==> src/rtl/regfile_mp_sb.sv <==
// Parametrised register file: two registered read ports, two prioritised write ports, clear sweep, pending-write scoreboard.
// Latency: reads 1 cycle with write-first bypass; busy_a/busy_b combinational; clear sweep takes DEPTH cycles.
// Backpressure: none on ports; ready=0 during the sweep, when writes, reservations and init_req are ignored.
module regfile_mp_sb #(
  parameter int DATA_W   = 32,
  parameter int DEPTH    = 16,
  parameter int ADDR_W   = $clog2(DEPTH),
  parameter int ZERO_REG = 1
) (
  input  logic              clock,
  input  logic              reset_n,
  input  logic              init_req,
  output logic              ready,
  input  logic [ADDR_W-1:0] rs1_addr,
  input  logic [ADDR_W-1:0] rs2_addr,
  output logic [DATA_W-1:0] bus_a,
  output logic [DATA_W-1:0] bus_b,
  input  logic              wd_en,
  input  logic [ADDR_W-1:0] wd_addr,
  input  logic [DATA_W-1:0] wd_data,
  input  logic              ws_en,
  input  logic [ADDR_W-1:0] ws_addr,
  input  logic [DATA_W-1:0] ws_data,
  input  logic              rsv_en,
  input  logic [ADDR_W-1:0] rsv_addr,
  output logic              busy_a,
  output logic              busy_b,
  output logic              wr_conflict
);

  typedef enum logic {ST_INIT = 1'b0, ST_RUN = 1'b1} state_t;

  state_t            state, state_nxt;
  logic [ADDR_W-1:0] cnt;
  logic [DATA_W-1:0] mem [DEPTH];
  logic [DEPTH-1:0]  pending, pending_nxt;
  logic              run, act, wd_ok, ws_ok, conflict;
  logic [DATA_W-1:0] rd_a, rd_b;

  // Register 0 is hardwired to zero only when ZERO_REG is set.
  function automatic logic is_zero(input logic [ADDR_W-1:0] a);
    return (ZERO_REG != 0) && (a == '0);
  endfunction

  // A cycle is "active" only in RUN without a sweep restart; everything else is dropped.
  assign run      = (state == ST_RUN);
  assign act      = run && !init_req;
  assign wd_ok    = act && wd_en && !is_zero(wd_addr);
  assign conflict = wd_ok && ws_en && (ws_addr == wd_addr);
  assign ws_ok    = act && ws_en && !is_zero(ws_addr) && !conflict;

  assign ready  = run;
  assign busy_a = run && pending[rs1_addr];
  assign busy_b = run && pending[rs2_addr];

  // Next state: sweep ends after writing the last register; init_req restarts it.
  always_comb begin
    state_nxt = state;
    case (state)
      ST_INIT: if (cnt == ADDR_W'(DEPTH - 1)) state_nxt = ST_RUN;
      ST_RUN:  if (init_req) state_nxt = ST_INIT;
      default: state_nxt = ST_INIT;
    endcase
  end

  // Write-first read bypass; Rd data wins over Rs data on the same address.
  always_comb begin
    rd_a = mem[rs1_addr];
    rd_b = mem[rs2_addr];
    if (ws_ok && (ws_addr == rs1_addr)) rd_a = ws_data;
    if (ws_ok && (ws_addr == rs2_addr)) rd_b = ws_data;
    if (wd_ok && (wd_addr == rs1_addr)) rd_a = wd_data;
    if (wd_ok && (wd_addr == rs2_addr)) rd_b = wd_data;
    if (is_zero(rs1_addr)) rd_a = '0;
    if (is_zero(rs2_addr)) rd_b = '0;
  end

  // Scoreboard update: committed writes clear, a reservation in the same cycle sets again.
  always_comb begin
    pending_nxt = pending;
    if (!act) begin
      pending_nxt = '0;
    end else begin
      if (wd_ok) pending_nxt[wd_addr] = 1'b0;
      if (ws_ok) pending_nxt[ws_addr] = 1'b0;
      if (rsv_en && !is_zero(rsv_addr)) pending_nxt[rsv_addr] = 1'b1;
    end
  end

  // State register.
  always_ff @(posedge clock or negedge reset_n) begin
    if (!reset_n) state <= ST_INIT;
    else          state <= state_nxt;
  end

  // Sweep counter: advances through INIT, rewinds on a restart request.
  always_ff @(posedge clock or negedge reset_n) begin
    if (!reset_n)               cnt <= '0;
    else if (state == ST_INIT)  cnt <= cnt + ADDR_W'(1);
    else if (init_req)          cnt <= '0;
  end

  // Storage array: zeroed by the sweep, written by the two ports otherwise.
  always_ff @(posedge clock) begin
    if (state == ST_INIT) begin
      mem[cnt] <= '0;
    end else begin
      if (ws_ok) mem[ws_addr] <= ws_data;
      if (wd_ok) mem[wd_addr] <= wd_data;
    end
  end

  // Registered outputs and scoreboard state.
  always_ff @(posedge clock or negedge reset_n) begin
    if (!reset_n) begin
      bus_a       <= '0;
      bus_b       <= '0;
      pending     <= '0;
      wr_conflict <= 1'b0;
    end else begin
      bus_a       <= act ? rd_a : '0;
      bus_b       <= act ? rd_b : '0;
      pending     <= pending_nxt;
      wr_conflict <= conflict;
    end
  end

endmodule

==> config.mk <==
export PLATFORM = sky130hd
export DESIGN_NAME = regfile_mp_sb
export DESIGN_NICKNAME = d
export VERILOG_FILES = /design/src/rtl/regfile_mp_sb.sv
export SDC_FILE = /design/constraint.sdc
export NUM_CORES = 1
export LEC_CHECK = 0
export BUFFER_PORTS_ARGS = -buffer_cell sky130_fd_sc_hd__buf_2
export CAP_MARGIN = 20
export CORE_MARGIN = 2
export CORE_UTILIZATION = 62
export CTS_CLUSTER_SIZE = 16
export DETAILED_ROUTE_END_ITERATION = 12
export PLACE_DENSITY_LB_ADDON = 0.25
export SLEW_MARGIN = 10
export SYNTH_ARGS = -nofsm -noshare
export SYNTH_HDL_FRONTEND = slang
export SYNTH_SLANG_ARGS = --single-unit
export TNS_END_PERCENT = 10
==> constraint.sdc <==
create_clock -name clock -period 4.4 [get_ports clock]
set_input_delay 0.44 -clock clock [delete_from_list [all_inputs] [get_ports clock]]
set_output_delay 0.44 -clock clock [all_outputs]
set_load 0.01 [all_outputs]
==> flow_results.org <==
** Layout
- Fraction of layout cells with a size suffix above 1 :: 0.238
- Once layout is complete, the utilization of the core stands at 0.689.
- Synthesis-to-layout area growth :: 9.94%
- The layout has between 3,000 and 4,000 filler cells.
- Layout Nets :: 2,725

** Job
- Across the run, the number of max-cap violations was 0.

** Routing
- For this run, design rule violations remaining after detail routing come to 0.
- The first routing iteration left 4,241 violations.
- The pre-antenna-repair detailed-routing pass consisted of 6 iterations.
- Final wirelength :: roughly 110 mm
- Once detail routing completed, the nets flagged for antenna violations numbered 0.
- Routed via count :: 25,400
- Wire length per cell :: 31.3 um
- Number of vias per cell after detailed routing :: 7.53

** Power and ir drop
- Relative contribution of combinational cells to total power :: 0.194
- The worst-case IR drop observed on VDD is about 0.36 mV.
- Clk network pwr share :: 0.335
- Internal power summed over all cells :: 0.0114 W
- Of the total power, registers draw 0.471.
- Of the total power, the share spent switching nets is 0.286.
- For this design the ratio of total power to cell area is between 400 and 500 nW/um2.
- For this design the total switching power over the nets is 0.00459 W.
- In this run the static leakage power is ~13 nW.

** Yosys
- Ys Warns :: 0
- Counting flops and latches in the post-synthesis netlist gives 598.
- Dominant cell by count in the synthesized netlist :: nand2_1
- After synthesis, the cell types taking the most area are edfxtp_1 (47%), mux4_2 (18%), o21ai_0 (7.4%).
- Of the post-synthesis cell area, the dominant cell type holds 0.468.
- Most frequent cells after synthesis :: nand2_1 (538), edfxtp_1 (512), o21ai_0 (487)
- Summed instance area of the synthesized netlist :: 32,900 um2
- The number of nets in the synthesized netlist is 2,778.
- In the synthesized netlist the dominant register cell turns out to be edfxtp_1.
- After synthesis, the mean cell area works out to 12.2 um2.
- In the synthesized netlist the async set-or-reset flop fraction comes to 0.144.
- Count of flip-flops with a built-in enable after synthesis :: 512
- The synthesized design spends more area on one cell type than any other, namely edfxtp_1.
- The share of the Yosys chip area taken by registers is 0.533.
- The cell count after synthesis came out at 2,687.
- Distinct cell type count of the synthesized netlist :: 49

** Floorplan
- Pin placement for this block handled 158 I/O pins.
- Std-Cell Rows :: 84
- In this run the vertical extent of the chip is 234 um.
- Measured along the x axis, the die boundary spans 234 um.
- Die ar. :: 54,800 um2
- Initial standard-cell utilization of the core :: 0.626
- The total area inside the core boundary comes to 52,400 um2.

** STA
- At the pin with the least slew margin, the transition time is roughly 1.2 ns.
- Maximum clock skew at final layout :: between 0.015 and 0.02 ns
- Setup repair after global routing left no endpoint under its margin.
- The final hold violation count is 0.
- Maximum frequency from static timing analysis :: 302 MHz
- Share of the clock period used by the worst path :: 0.754
- Aggregate negative setup slack :: 0 ns
- The worst pin sits at a relative slew slack of 0.197.
- Crit path time final :: 3.32 ns
- Setup violations remaining at the end of the flow were counted as 0.
- The final max-slew violation count was 0.

** Global route
- Entering global routing, the biggest net connects 81 pins.
- The number of global-route vias before repair was 25,100.
- Number of antenna violations at the first check in global routing :: 4
- First-pass GRT wire length :: 154 mm
- Congestion Overflow GR :: 0
- Overall track demand over capacity in global routing :: 0.390

** Worst setup path
- STA puts the critical path data required time at 4.85 ns.
- Slowest stage cell, crit path :: o21a_4
- In this run the worst path has a maximum fanout of 45.
- Traced cell by cell, the critical path runs through nand2b_1 -> a211oi_1 -> o21a_4 -> buf_4 -> nand2_1 -> o21ai_0.
- The worst setup path is captured at a flip-flop.
- Startpoint type of the worst setup path :: flip-flop
- Broken down by cell family, the worst path's largest delay share belongs to compound AO/OA/AOI/OAI gates.
- At the worst endpoint, the arrival time is ~3.8 ns.
- The setup path with the least slack is of type reg2reg.
- Slowest Stage Delay on Critical Path :: 0.58 ns
- Buffer and inverter count on the worst path :: 1

** CTS
- # H-tree levels :: 2
- Clock insertion delay at the later pin of the skew report :: approximately 0.64 ns
- Clock Path Buffers :: 3
- Clock slew at reported path FFs :: about 0.060 ns
- TritonCTS built the clock tree.
- Buffers inserted during clock tree synthesis total 61.
- The clock net in this run drives a total of 598 sinks.
- Clock root buffer master :: clkbuf_16

** Run status
- Outcome :: complete, no violations

** Placement
- Count of buffers inserted at the top-level ports :: 157
- After legalization and detailed placement, the total HPWL measured about 60 mm.
- Routability congestion estimate from global placement :: 0.921

** Hold path
- The path class of the tightest hold or removal check is in2reg.
worst reg2reg max path: stages (launching register included):
cell,delay (ns)
dfrtp_1,0.56
nand2b_1,0.26
a211oi_1,0.33
o21a_4,0.58
buf_4,0.56
nand2_1,0.47
o21ai_0,0.37
power groups by stage:
stage	clock, W	combinational, W	sequential [W]
floorplan	0	0.00186	0.00752
global placement	0	0.00293	0.00756
detailed placement	0	0.00299	0.00764
CTS	0.00536	0.00300	0.00753
global route	0.00557	0.00319	0.00761
finish	0.00537	0.00311	0.00755
layout make-up:
cell class,count,area [um2],share of cell area
Multi-Input combinational cell,1706,14000,0.388
Clock inverter,28,323,0.00894
Inverter,35,131,0.00364
Timing Repair Buffer,232,1540,0.0425
Clock buffer,87,1710,0.0475
Antenna cell,4,10.0,0.000277
Sequential cell,598,17500,0.485
Tap cell,688,861,0.0238
timing repair:
action                                 in CTS  in global routing
resized for setup                           0                  0
hold buffers                                1                  0
buffers inserted                            0                  0
endpoints found under the hold margin      37                  0
cells in the final DEF, fill, tap and decap left out, types with 7 or more instances in the layout:
cell and n:
xnor2_1 13, buf_4 63, dfrtp_1 86, nor2_1 9
nand2_1 537, buf_2 152, bufinv_16 7, nor2_4 11
a22o_1 66, clkbuf_1 17, clkinv_2 9, o21ai_0 485
a211oi_1 64, inv_1 35, clkbuf_8 9, and3_1 10
clkbuf_16 61, a221oi_1 62, nor2b_1 7, a221o_1 62
o32ai_1 9, clkinv_1 7, xor2_1 9, edfxtp_1 512
mux4_2 266, buf_12 12
per-layer routing:
layer / wire length [um] / vias to the layer above / share of wire / GRT usage
met5: 8 / - / 0.000076 / 0
met4: 6670 / 2 / 0.063 / 0.221
met3: 16900 / 507 / 0.16 / 0.105
met2: 48200 / 2385 / 0.46 / 0.594
met1: 33900 / 12300 / 0.32 / 0.513
li1: - / 10300 / - / -
kinds of logic (layout without fill, tap and decap cells):
family	after synthesis	count (layout)	share of synthesized area
simple gates	632	632	0.0780
other cells	0	4	0
fa+ha+maj	1	1	0.000381
flops	598	598	0.533
compound gates	785	785	0.153
buf+inv	383	382	0.0474
mux	266	266	0.182
xor+xnor	22	22	0.00587
sequential cells by signal (all words and copies together) (netlist names):
name	count
bus_b	32
cnt	4
bus_a	32
mem	512
wr_conflict	1
ready	1
pending	16
final timing paths:
kind / from / endpoint / slack [ns] / cells past startpoint
max: ready / mem[2][16] / 1.08 / 6
min: ws_data[31] / bus_a[31] / 0.06 / 2
max reg2reg: ready / mem[2][16] / 1.08 / 6
min reg2reg: pending[0] / pending[0] / 0.52 / 1
max in group asynchronous: reset_n / bus_b[17] / 2.81 / 3
min in group asynchronous: reset_n / bus_a[30] / 0.35 / 2
metrics by stage:
stage                     total power (W)  hold WS (ns)  instance area (um2)  setup slack [ns]  instances
after floorplan                   0.00938         0.144                32900             0.529       2687
after global placement             0.0105         0.482                34100              1.13       3258
after detailed placement           0.0106         0.493                34100              1.11       3258
after CTS                          0.0159        0.0350                36100              1.22       3374
after global routing               0.0164        0.0651                36100             0.912       3377
final                              0.0160        0.0607                36100              1.08       3378
Note: power is estimated with default switching activity, not from simulation.
